## config.mk

```make
export PLATFORM = sky130hd
export DESIGN_NAME = neuron_mac_flat
export DESIGN_NICKNAME = d
export VERILOG_FILES = /design/src/rtl/neuron_mac_if.sv /design/src/rtl/neuron_mac.sv /design/src/flat_wrapper.sv
export SDC_FILE = /design/constraint.sdc
export NUM_CORES = 1
export LEC_CHECK = 0
export CAP_MARGIN = 10
export CORE_UTILIZATION = 45
export DETAILED_ROUTE_END_ITERATION = 7
export MAX_ROUTING_LAYER = met4
export PLACE_DENSITY = 0.7
export SYNTH_ARGS = -nofsm -noshare
export SYNTH_HDL_FRONTEND = slang
export SYNTH_SLANG_ARGS = --single-unit
```

## constraint.sdc

```tcl
create_clock -name clk -period 2.4 [get_ports clk]
set_input_delay 0.36 -clock clk [delete_from_list [all_inputs] [get_ports clk]]
set_output_delay 0.36 -clock clk [all_outputs]
set_load 0.005 [all_outputs]
```

## src/rtl/neuron_mac_if.sv

```systemverilog
// Handshake and result bundle between the activation source, neuron_mac and the threshold comparator.
// master drives start and the input pairs; slave (neuron_mac) returns ready, busy and the result.
interface neuron_mac_if #(
   parameter int DATA_WIDTH   = 8,
   parameter int WEIGHT_WIDTH = 8,
   parameter int ACC_WIDTH    = 22
);
   logic                    start;
   logic                    in_valid;
   logic                    in_ready;
   logic [DATA_WIDTH-1:0]   in_data;
   logic [WEIGHT_WIDTH-1:0] in_weight;
   logic                    busy;
   logic [ACC_WIDTH-1:0]    mac_output;
   logic                    mac_valid;
   logic                    mac_sat;

   modport master (
      output start, in_valid, in_data, in_weight,
      input  in_ready, busy, mac_output, mac_valid, mac_sat
   );

   modport slave (
      input  start, in_valid, in_data, in_weight,
      output in_ready, busy, mac_output, mac_valid, mac_sat
   );
endinterface

```

## src/rtl/neuron_mac.sv

```systemverilog
// Serial unsigned MAC: one data/weight pair per cycle, N_INPUTS products summed, result held for the comparator.
// Latency: last handshake -> mac_valid two edges later. MAC_SATURATE_EN selects clamping instead of wrapping.
module neuron_mac #(
   parameter int DATA_WIDTH   = 8,
   parameter int WEIGHT_WIDTH = 8,
   parameter int ACC_WIDTH    = 22,
   parameter int N_INPUTS     = 64
) (
   input logic          clk,
   input logic          rst_n,
   neuron_mac_if.slave  bus
);
   localparam int PW = DATA_WIDTH + WEIGHT_WIDTH;
   localparam int CW = $clog2(N_INPUTS + 1);

   localparam logic [1:0] IDLE  = 2'd0;
   localparam logic [1:0] ACCUM = 2'd1;
   localparam logic [1:0] DRAIN = 2'd2;

   localparam logic [CW-1:0] N_CNT  = CW'(N_INPUTS);
   localparam logic [CW-1:0] N_LAST = CW'(N_INPUTS - 1);

   logic [1:0]           state_q, state_d;
   logic [CW-1:0]        cnt_q, cnt_d;
   logic [PW-1:0]        prod_q, prod_d;
   logic                 prod_vld_q, prod_vld_d;
   logic [ACC_WIDTH-1:0] acc_q, acc_d;
   logic [ACC_WIDTH-1:0] out_q, out_d;
   logic                 out_vld_q, out_vld_d;
   logic [ACC_WIDTH-1:0] acc_add;
   logic                 in_ready;
   logic                 handshake;

   assign in_ready  = (state_q == ACCUM) && (cnt_q < N_CNT);
   assign handshake = bus.in_valid && in_ready;

`ifdef MAC_SATURATE_EN
   logic                 sat_q, sat_d;
   logic                 out_sat_q, out_sat_d;
   logic [ACC_WIDTH:0]   sum_w;
   logic                 ovf;

   // Once clamped, the run stays clamped even if later products are zero.
   always_comb begin
      sum_w = {1'b0, acc_q} + (ACC_WIDTH + 1)'(prod_q);
      ovf   = sat_q || sum_w[ACC_WIDTH];
      acc_add = ovf ? {ACC_WIDTH{1'b1}} : sum_w[ACC_WIDTH-1:0];
   end
`else
   always_comb begin
      acc_add = acc_q + ACC_WIDTH'(prod_q);
   end
`endif

   always_comb begin
      state_d    = state_q;
      cnt_d      = cnt_q;
      prod_d     = prod_q;
      prod_vld_d = 1'b0;
      acc_d      = acc_q;
      out_d      = out_q;
      out_vld_d  = 1'b0;
`ifdef MAC_SATURATE_EN
      sat_d      = sat_q;
      out_sat_d  = out_sat_q;
      if (prod_vld_q) sat_d = ovf;
`endif
      if (prod_vld_q) acc_d = acc_add;

      case (state_q)
         IDLE: begin
            if (bus.start) begin
               acc_d   = '0;
               cnt_d   = '0;
               state_d = ACCUM;
`ifdef MAC_SATURATE_EN
               sat_d   = 1'b0;
`endif
            end
         end
         ACCUM: begin
            if (handshake) begin
               prod_d     = PW'(bus.in_data) * PW'(bus.in_weight);
               prod_vld_d = 1'b1;
               cnt_d      = cnt_q + 1'b1;
               if (cnt_q == N_LAST) state_d = DRAIN;
            end
         end
         DRAIN: begin
            // Publish only once the final product has landed in the accumulator.
            if (!prod_vld_q) begin
               out_d     = acc_q;
               out_vld_d = 1'b1;
               state_d   = IDLE;
`ifdef MAC_SATURATE_EN
               out_sat_d = sat_q;
`endif
            end
         end
         default: state_d = IDLE;
      endcase
   end

   always_ff @(posedge clk or negedge rst_n) begin
      if (!rst_n) begin
         state_q    <= IDLE;
         cnt_q      <= '0;
         prod_q     <= '0;
         prod_vld_q <= 1'b0;
         acc_q      <= '0;
         out_q      <= '0;
         out_vld_q  <= 1'b0;
`ifdef MAC_SATURATE_EN
         sat_q      <= 1'b0;
         out_sat_q  <= 1'b0;
`endif
      end else begin
         state_q    <= state_d;
         cnt_q      <= cnt_d;
         prod_q     <= prod_d;
         prod_vld_q <= prod_vld_d;
         acc_q      <= acc_d;
         out_q      <= out_d;
         out_vld_q  <= out_vld_d;
`ifdef MAC_SATURATE_EN
         sat_q      <= sat_d;
         out_sat_q  <= out_sat_d;
`endif
      end
   end

   assign bus.in_ready   = in_ready;
   assign bus.busy       = (state_q != IDLE);
   assign bus.mac_output = out_q;
   assign bus.mac_valid  = out_vld_q;
`ifdef MAC_SATURATE_EN
   assign bus.mac_sat    = out_sat_q;
`else
   assign bus.mac_sat    = 1'b0;
`endif
endmodule

```

## src/flat_wrapper.sv

```systemverilog
// flat-port wrapper written by rule: the top's interface ports become plain ports
module neuron_mac_flat 
#(
   parameter int DATA_WIDTH   = 8,
   parameter int WEIGHT_WIDTH = 8,
   parameter int ACC_WIDTH    = 22,
   parameter int N_INPUTS     = 64
)
  (clk, rst_n, bus_start, bus_in_valid, bus_in_data, bus_in_weight, bus_in_ready, bus_busy, bus_mac_output, bus_mac_valid, bus_mac_sat);
  neuron_mac_if #(.DATA_WIDTH(DATA_WIDTH), .WEIGHT_WIDTH(WEIGHT_WIDTH), .ACC_WIDTH(ACC_WIDTH)) bus_i ();
  input logic clk;
  input logic rst_n;
  input wire logic [$bits(bus_i.start)-1:0] bus_start;
  input wire logic [$bits(bus_i.in_valid)-1:0] bus_in_valid;
  input wire logic [$bits(bus_i.in_data)-1:0] bus_in_data;
  input wire logic [$bits(bus_i.in_weight)-1:0] bus_in_weight;
  output wire logic [$bits(bus_i.in_ready)-1:0] bus_in_ready;
  output wire logic [$bits(bus_i.busy)-1:0] bus_busy;
  output wire logic [$bits(bus_i.mac_output)-1:0] bus_mac_output;
  output wire logic [$bits(bus_i.mac_valid)-1:0] bus_mac_valid;
  output wire logic [$bits(bus_i.mac_sat)-1:0] bus_mac_sat;
  assign bus_i.start = bus_start;
  assign bus_i.in_valid = bus_in_valid;
  assign bus_i.in_data = bus_in_data;
  assign bus_i.in_weight = bus_in_weight;
  assign bus_in_ready = bus_i.in_ready;
  assign bus_busy = bus_i.busy;
  assign bus_mac_output = bus_i.mac_output;
  assign bus_mac_valid = bus_i.mac_valid;
  assign bus_mac_sat = bus_i.mac_sat;
  neuron_mac #(.DATA_WIDTH(DATA_WIDTH), .WEIGHT_WIDTH(WEIGHT_WIDTH), .ACC_WIDTH(ACC_WIDTH), .N_INPUTS(N_INPUTS)) u_core (.clk(clk), .rst_n(rst_n), .bus(bus_i));
endmodule
```

==> impl_results.md <==
- 1st-iter DRT viols: 199
- Arrival time worst endpoint: 4.05 ns
- Vias in the first global route: approximately 4,700
- Slowest CP cell: fa_1
- Drt total wl: between 10,000 and 15,000 um
- RSZ-0062 raised after global routing: yes
- Warnings from Yosys: 0
- Worst setup SP type: primary input
- Total CTS buffers: 9
- TritonCTS Sinks: 71
- Post-synth top area cell: dfrtp_1
- First-pass GRT wire length: 21,800 um
- Net switching power of the design: 3.18 mW
- Slew at the pin closest to its max-slew limit: 0.676 ns
- Initial Util: 0.469
- Comb pwr share: 0.612
- Power density cells: 1030 nW/um^2
- #FFs+latches synth: 71
- Gr usage total: 0.217
- Tcrit/Tclk final: 1.60
- Core Rows: 40
- Setup slack, reg-to-reg: 0.07 ns
- Endpoints failing setup: 12
- Total grt overflow: 0
- Cell class contributing the biggest share of worst-path delay: adder cells
- Worst-Skew Late Latency: 0.33 ns
- Final slew viol count: 0
- Synth Flop Type: dfrtp_1
- PnR worst setup slack: -1.44 ns
- CTS Hold Bufs: 0
- Most used cell along the critical path: fa_1
- Hold Vio Cnt, Final: 0
- Pleak: 3.51 nW
- Setup crit end kind: flop
- Syn Nets: 701
- Seq pwr share: 0.225
- Via-to-Cell Ratio: 5.14
- Core area: 12,200 um^2
- Max cap viols: 0
- Register Area: around 1800 um^2
- Path type of the worst min-delay path: primary input to async pin
- Clock Tree Buf Depth: 2
- Drc violations: 0
- Critical R2R Launch: u_core.acc_q[6]
- Reg2reg end: u_core.acc_q[20]
- Failing checks: negative setup slack
- IO Count: 46
- Drt wl/cell: 14.2 um
- Ranking of synthesized cells by area: dfrtp_1 31%, fa_1 13%, ha_1 12%
- Slew HR: 0.549
- CP max FO: 3
- Nets: 818
- Crit-path cells: buf_8 > buf_4 > and2_4 > fa_2 > inv_2 > fa_1 > fa_1 > fa_1 > inv_2 > ha_4 > o21a_1 > o31a_1 > o41ai_4 > nor2b_4 > buf_6 > xor2_1 > o21ai_1
- Die height: roughly 110 um
- Internal power: between 4 and 5 mW
- Final Core Density: 0.630
- Synth cell types: 57
- Worst Path Required: 2.61 ns
- Power Total: 7.86 mW
- Tmin final: 3.84 ns
- Share of cells above drive strength 1: 0.306
- Register clock-pin slew on the reported worst setup and hold paths: ~0.050 ns
- Async SR Flop Fraction: 1.00
- Synthesis-to-finish area growth: 34.4%
- Fmax achieved: about 260 MHz
- Critical path class: primary input to flop
- Crit-path max cell delay: ~0.50 ns
- Mapped Cells: between 500 and 600
- Detail Placement HPWL: ~10000 um
- Largest net degree at the start of global routing: 44
- Sequential fraction of the synthesis area: 0.312
- Die Wd: 115 um
- Via count: 4,530
- Detailed-router iteration count before antenna repair: 4
- Multi-input gate area: between 4000 and 5000 um^2
- Pre-CTS WS: -2.24 ns
- Die area: 13,100 um^2
- Buf/Inv on CP: 5
- Worst-case reg-to-reg path depth: 9
- Final TNS setup: -12.17 ns
- # fillers: 1,009
- Mapped Area: approximately 5700 um^2
- Top-area cell type share of the netlist area: 0.312
- Number of enable flip-flop cells after synthesis: 0
- GP Congestion: roughly 0.85
- Port bufs: 44
- Initial antenna violation count: 0
- Most common cell in the synthesized netlist: dfrtp_1
- Most common library cells after synthesis: 71 x dfrtp_1, 64 x nand2_1, 59 x inv_1
- Switching part of the total: 0.404
- Maximum VDD drop: approximately 0.47 mV
- Clock Power Share: 0.163
- Status: complete, but fails checks
- Synth Area per Inst: approximately 9.6 um^2
- Antenna Violating Nets Remaining: 0
- Clock Skew: 0.00365 ns
- Ant diodes: 0
- Htree depth: 3
- Root buf cell: clkbuf_16
- CTS tree: done
stage by stage:
step                      instances  hold WS [ns]  area [um^2]
after floorplan                 591        0.0644         5910
after global placement          855         0.425         7020
after detailed placement        855         0.439         7020
after CTS                       881        0.0771         7510
after global routing            881         0.115         7660
final                           881        0.0615         7660
area by class of cell:
type / instances / area share
Clock buffer: 14 / 0.0371
Clock inverter: 2 / 0.00163
Inverter: 59 / 0.0289
Multi-Input combinational cell: 444 / 0.528
Sequential cell: 71 / 0.232
Tap cell: 168 / 0.0274
Timing Repair Buffer: 123 / 0.145
cells in the final DEF (no fill, tap or decap), types with 4 or more instances in the layout:
| cell | instances |
|---|---|
| xnor2_1 | 9 |
| clkbuf_8 | 4 |
| inv_1 | 46 |
| buf_4 | 62 |
| inv_2 | 13 |
| dfrtp_1 | 71 |
| ha_1 | 39 |
| mux2_2 | 22 |
| o21ai_0 | 16 |
| or3_1 | 5 |
| a21oi_2 | 5 |
| ha_4 | 12 |
| buf_6 | 22 |
| a21o_1 | 7 |
| nand4_1 | 6 |
| clkbuf_16 | 9 |
| o21a_1 | 5 |
| nand3_1 | 13 |
| o21ai_1 | 11 |
| fa_2 | 6 |
| mux2i_1 | 6 |
| and2_1 | 33 |
| clkdlybuf4s50_1 | 27 |
| a211o_1 | 4 |
| and3_1 | 5 |
| nor2_1 | 22 |
| fa_1 | 31 |
| nand2_1 | 56 |
| and2_4 | 18 |
| xor2_1 | 14 |
| nand2_2 | 5 |
| a21oi_1 | 27 |
| a211oi_1 | 5 |
sequential cells by signal, summed over array words and instances, names as in the netlist:
name,count
u_core.acc_q,22
u_core.bus.mac_output,22
u_core.bus.mac_valid,1
u_core.cnt_q,7
u_core.prod_q,16
u_core.prod_vld_q,1
u_core.state_q,2
kinds of logic (layout without fill, tap and decap cells):
| group | count (synthesis) | in the layout | synth area share |
|---|---|---|---|
| AND/OR/NAND/NOR | 189 | 189 | 0.169 |
| AO/OA/AOI/OAI | 113 | 113 | 0.131 |
| adder cells (fa/ha/maj) | 90 | 90 | 0.246 |
| buffers and inverters | 76 | 198 | 0.0514 |
| flip-flops | 71 | 71 | 0.312 |
| multiplexers | 28 | 28 | 0.0540 |
| XOR/XNOR | 23 | 23 | 0.0353 |
| other | 1 | 1 | 0.000658 |
routing by layer:
metal  up-vias  routed length [um]  global-route usage  part of all wire
li1       2244                   -                   -                 -
met5         -                   0                   -                 0
met4         0                 216              0.0805             0.017
met1      2193                5600               0.263              0.45
met3        13                 290              0.0222             0.023
met2        80                6410               0.373              0.51
worst reg2reg max path: stages, from the launching register on:
cell and delay [ns]:
dfrtp_1 0.42, ha_1 0.36, buf_4 0.17, a21o_2 0.23
a21o_1 0.20, a221oi_2 0.27, buf_4 0.18, o31ai_4 0.08
a21o_1 0.21, a21oi_1 0.13
power groups by stage:
| stage | logic, mW | clock network, mW | registers, mW |
|---|---|---|---|
| CTS | 4.51 | 1.31 | 1.76 |
| floorplan | 3.03 | 0 | 1.67 |
| global route | 5.37 | 1.36 | 1.81 |
| detailed placement | 4.25 | 0 | 1.78 |
| global placement | 4.15 | 0 | 1.76 |
| finish | 4.81 | 1.28 | 1.77 |
worst max-delay path by stage:
stage | to | slack (ns) | cells past startpoint | start
5_1_grt | u_core.prod_q[11] | -1.58 | 18 | bus_in_weight[4]
3_3_place_gp | u_core.prod_q[13] | -2.17 | 16 | bus_in_weight[5]
4_1_cts | u_core.prod_q[13] | -1.43 | 16 | bus_in_data[3]
2_1_floorplan | u_core.prod_q[13] | -1.41 | 15 | bus_in_weight[5]
3_5_place_dp | u_core.prod_q[13] | -2.24 | 16 | bus_in_weight[5]
6_report | u_core.prod_q[11] | -1.44 | 17 | bus_in_data[3]
timing repair:
item	4_1_cts	5_1_grt
setup buffers	10	2
pin swaps	49	32
setup endpoints to repair	16	19
gates resized for setup	106	45
gates cloned	0	0
Power figures use the tool's default switching activity.
==> RTL edit 1 (same flow settings) <==
Build with the macro `MAC_SATURATE_EN` defined.
--- a/src/rtl/neuron_mac.sv
+++ b/src/rtl/neuron_mac.sv
@@ -1,4 +1,6 @@
 // Serial unsigned MAC: one data/weight pair per cycle, N_INPUTS products summed, result held for the comparator.
 // Latency: last handshake -> mac_valid two edges later. MAC_SATURATE_EN selects clamping instead of wrapping.
+`define MAC_SATURATE_EN
+
 module neuron_mac #(
    parameter int DATA_WIDTH   = 8,
Function: no difference found for any inputs over 10 cycles, from zero or initial values and one cycle with rst_n low; that may be too few to reach the edited logic, so the function may still have changed.
==> RTL edit 1 against the unedited design <==
The flow still finishes with violations (setup timing). Wire length is 4.9% higher. Sequential cell count increased by 2. Die area up 2.8%. Fmax is 1.9% higher. Global-route usage rose by 0.19 points. Power grew 7.4%. Setup slack improved by 0.070 ns. Synthesized cell count up 4.9%. Synthesized area grew 2.9%. Final area increased by 1.7%. Sequential share of layout area increased by 0.24 points.
==> RTL edit 1: results (changes against the unedited design) <==
** Placement
- The number of port buffers came to 45 (+2.3%).
- The half-perimeter wire length of the detailed placement result was 10.5 mm (+5.5%).
- The instance area after placement was 7170 µm² (+2.3%).

** GRT
- The largest net degree at the start of global routing came to 29 (-34%).
- The number of global-route vias before repair was 4775 (+1.9%).
- The combined global-route utilization of all metal layers came to 0.218 (+0.00193).

** Worst setup path
- The worst-case reg-to-reg path depth was 9 (unchanged).
- The data arrival time of the worst path came to 3.98 ns (-0.07 ns).
- In this run the critical register-to-register path is launched from u_core.acc_q[1]$_DFF_PN0_.
- The worst-case register-to-register setup slack came to 0.11 ns (+0.04 ns).
- Critical path startpoint :: bus_in_weight[5]
- The most critical setup path has its endpoint at u_core.prod_q[13]$_DFFE_PN0P_.
- The worst register-to-register path ends at u_core.acc_q[21]$_DFF_PN0_.

** Final layout
- The clock network area share is 0.0382 (-0.000504).
- Fraction of final layout cells sized beyond drive strength 1 :: 0.297 (-0.00831)
- The number of nets in the layout is 848 (+3.7%).
- Layout clock buffer count :: 11 (-3)
- Share of the final layout cell area in multi-input gates :: 0.521 (-0.00731)
- Multi-input gate count :: 457 (+2.9%)
- Count of plain and timing-repair buffers in the layout :: 130 (+5.7%)
- The final-layout non-clock buffer area share came to 0.147 (+0.00185).
- Inverters excl. clock :: 67 (+14%)

** Clocking
- The post-CTS setup buffer count is 5 (-5).

** Logic synthesis
- Fraction of synthesized cell area in xor and xnor cells :: 0.0388 (+0.00349)
- The most used flip-flop cell after synthesis is sky130_fd_sc_hd__dfrtp_1.
- Sequential-to-total area share from yosys stat :: 0.311 (about the same)
- Compound-gate portion of the synthesized area :: 0.151 (+0.0200)
- The commonest cells after synthesis are sky130_fd_sc_hd__dfrtp_1 (73), sky130_fd_sc_hd__inv_1 (66), sky130_fd_sc_hd__nand2_1 (62), sky130_fd_sc_hd__ha_1 (53).
- Share of synthesized area spent on multiplexers :: 0.0478 (-0.00620)
- The unique cell type count in the Yosys netlist was 55 (-3.5%).
- Total of flip-flops plus latches after synthesis :: 73 (+2.8%)
- Largest cells by area after synthesis :: sky130_fd_sc_hd__dfrtp_1 (31%), sky130_fd_sc_hd__fa_1 (13%), sky130_fd_sc_hd__ha_1 (11%), sky130_fd_sc_hd__and2_1 (4.7%), sky130_fd_sc_hd__mux2_2 (4.4%)
- Post-synthesis adder-cell area fraction :: 0.239 (-0.00688)
- The net count after synthesis is 730 (+4.1%).

** Routing
- The overall routed net length is 13.1 mm (+4.9%).
- The average via count per standard cell is 5.18 (+0.71%).

** Power and ir drop
- Total net switching power :: 3570 µW (+12%)
- Final total power :: 8440 µW (+7.4%)
- Comb power :: 5260 µW (+9.4%)
- The sequential power came to 1870 µW (+6%).

** STA
- Worst path setup slack after routing :: -1.37 ns (+0.0699 ns)
- Tightest slew margin relative to the limit :: 0.608 (+0.0592)
- The final clock skew was 0.00755 ns (+0.00390 ns).
- Number of setup violations in the final report :: 12 (unchanged)
- The final sum of negative setup slack is -11.46 ns (+0.706 ns).

** Outcome
- Violated checks :: setup timing
- Result of the run :: complete, but fails checks

** Floorplanning
- The total die area is 13500 µm² (+2.8%).
==> RTL edit 1: cell count changes after synthesis, moves of 7 or more <==
cell	unedited run	this run
sky130_fd_sc_hd__nand2b_1	2	9
sky130_fd_sc_hd__a21oi_1	31	44
sky130_fd_sc_hd__o21ai_1	2	21
sky130_fd_sc_hd__inv_1	59	66
sky130_fd_sc_hd__and2_1	51	44
sky130_fd_sc_hd__buf_2	3	12
==> RTL edit 1: metrics by stage <==
step / cells / utilization
after detailed placement: 893 / 0.566
after floorplan: 620 / -
after global placement: 893 / 0.566
after global routing: 915 / 0.615
after CTS: 914 / 0.606
final: 915 / 0.615
==> RTL edit 1: routing by layer <==
metal / part of all wire / track usage / vias up
li1: - / - / 2343
met1: 0.44 / 0.262 / 2284
met2: 0.52 / 0.383 / 97
met3: 0.029 / 0.0301 / 14
met4: 0.012 / 0.0624 / 0
met5: 0 / - / -
==> RTL edit 2 (same settings) <==
Made on the original files. Take the reset off `prod_q` and load it in a clocked block of its own.
--- a/src/rtl/neuron_mac.sv
+++ b/src/rtl/neuron_mac.sv
@@ -106,5 +106,4 @@
          state_q    <= IDLE;
          cnt_q      <= '0;
-         prod_q     <= '0;
          prod_vld_q <= 1'b0;
          acc_q      <= '0;
@@ -118,5 +117,4 @@
          state_q    <= state_d;
          cnt_q      <= cnt_d;
-         prod_q     <= prod_d;
          prod_vld_q <= prod_vld_d;
          acc_q      <= acc_d;
@@ -128,4 +126,8 @@
 `endif
       end
+   end
+
+   always_ff @(posedge clk) begin
+      prod_q <= prod_d;
    end
 
Check against the original RTL: no difference found for any inputs over 10 cycles, from zero or initial values and one cycle with rst_n low; that may be too few to reach the edited logic, so the function may still have changed.
==> RTL edit 2 against the unedited design <==
The run still ends with setup timing left. Fmax increased by 0.20%. Critical path depth is 1 lower. Sequential cell count is the same. Cell count is 4.7% lower. Synthesized area is 1.7% lower. Setup slack better by 0.0075 ns. Final area down 2.4%. Wire length shrank 7.3%. Power up 5.6%. Highest routed layer unchanged.
==> RTL edit 2: results (changes against the unedited design) <==
** Outcome
- The flow ran to the end, but the final reports show violations.
- Violated checks :: setup timing

** Final layout
- The number of nets in the layout is 777 (-5.0%).
- The proportion of layout cells with a drive suffix above 1 was 0.296 (-0.00962).
- The count of non-filler cells in the finished layout is 840 (-4.7%).

** Worst setup path
- Worst EP arrival :: 3.99 ns (-0.06 ns)
- In this run the critical register-to-register path is launched from u_core.acc_q[0]$_DFF_PN0_.
- The worst-case register-to-register setup slack is 0.10 ns (+0.03 ns).

** GRT
- Global-route usage over all layers :: 0.202 (-0.0149)
- Number of global-route vias before repair :: 4452 (-5.0%)
- Wire length of the first global-routing pass :: 20.4 mm (-6.8%)

** Routing
- Final routed wirelength across all metal layers :: 11.6 mm (-7.3%)
- The violation count after the first detailed-route iteration was 165 (-17%).

** STA
- The worst setup slack after layout was -1.43 ns (+0.00748 ns).
- The count of endpoints failing setup in the final report is 12 (unchanged).
- The final clock skew is 0.00330 ns (-0.000349 ns).
- Final-layout setup total negative slack :: -12.50 ns (-0.335 ns)

** Placement
- The placer's final routability congestion estimate was 0.863 (+1.1%).
- Hpwl dp :: 9.08 mm (-9.0%)
- The setup slack at placement came to -2.27 ns (-0.0327 ns).
- Cell total after placement :: 812 (-5.0%)

** Logic synthesis
- The share of flip-flops with an asynchronous set or reset after synthesis is 0.775 (-0.225).
- The commonest cells after synthesis are sky130_fd_sc_hd__inv_1 (63), sky130_fd_sc_hd__dfrtp_1 (55), sky130_fd_sc_hd__ha_1 (53), sky130_fd_sc_hd__and2_1 (51), sky130_fd_sc_hd__fa_1 (37).
- The mean post-synth cell area came to 10.2 µm² (+5.6%).

** Power and ir drop
- The peak supply drop came to 0.467 mV (-0.21%).
RTL edit 2: cell count changes after synthesis, sizes merged, moves of 6 or more:
| cell | change |
|---|---|
| xor2 | -8 |
| mux2i | +6 |
| nand2 | -28 |
| nand4 | +6 |
| dfrtp | -16 |
| nor3 | +6 |
| o21ai | -10 |
| nor2 | +12 |
| edfxtp | +16 |
| nand3 | -11 |
| xnor2 | +9 |
RTL edit 2: final cells by class:
class,count,area [µm²]
clock buffer,9,225
clock inverter,7,92.6
fill,968,4590
inverter,63,236
multi-input combinational,405,3800
sequential,71,1860
tap,168,210
timing repair buffer,117,1060
RTL edit 2: layer usage:
metal | vias to the layer above | track usage | part of all wire
met5 | - | - | 0
met4 | 0 | 0.0675 | 0.013
met3 | 13 | 0.0244 | 0.026
met2 | 80 | 0.353 | 0.51
met1 | 2096 | 0.241 | 0.45
li1 | 2115 | - | -
RTL edit 2: where the power goes:
| part | internal, µW | leakage (µW) | switching [µW] |
|---|---|---|---|
| Clock | 912 | 0.000161 | 505 |
| Combinational | 2470 | 0.00246 | 2430 |
| Sequential | 1690 | 0.000820 | 283 |
RTL edit 2: what timing repair did:
item,in CTS,in global routing
resized for setup,102,32
endpoints found under the setup margin,16,20
pin swaps,36,35
buffers inserted,12,3
RTL edit 2: per-stage QoR:
stage                     power (µW)  hold WS, ns   util
after floorplan                 4980       0.0644      -
after global placement          6210        0.370  0.568
after detailed placement        6340        0.372  0.568
after CTS                       8100       0.0146  0.612
after global routing            9010       0.0493  0.620
final                           8300       0.0144  0.620
RTL edit 2: worst min path at each step:
stage,start,endpoint,slack [ns],cells past startpoint
2_1_floorplan,rst_n,u_core.acc_q[0]$_DFF_PN0_,0.06,0
3_3_place_gp,rst_n,u_core.cnt_q[2]$_DFFE_PN0P_,0.37,1
3_5_place_dp,rst_n,u_core.cnt_q[3]$_DFFE_PN0P_,0.37,1
4_1_cts,rst_n,u_core.acc_q[4]$_DFF_PN0_,0.01,1
5_1_grt,rst_n,u_core.acc_q[4]$_DFF_PN0_,0.05,1
6_report,rst_n,u_core.cnt_q[2]$_DFFE_PN0P_,0.01,1
RTL edit 2: cells by family after synthesis:
group,count (synthesis),synth area share
fa+ha+maj,90,0.251
buf+inv,74,0.0509
other cells,1,0.000669
flops,71,0.331
simple gates,172,0.163
xor+xnor,24,0.0375
compound gates,84,0.0998
mux,34,0.0657
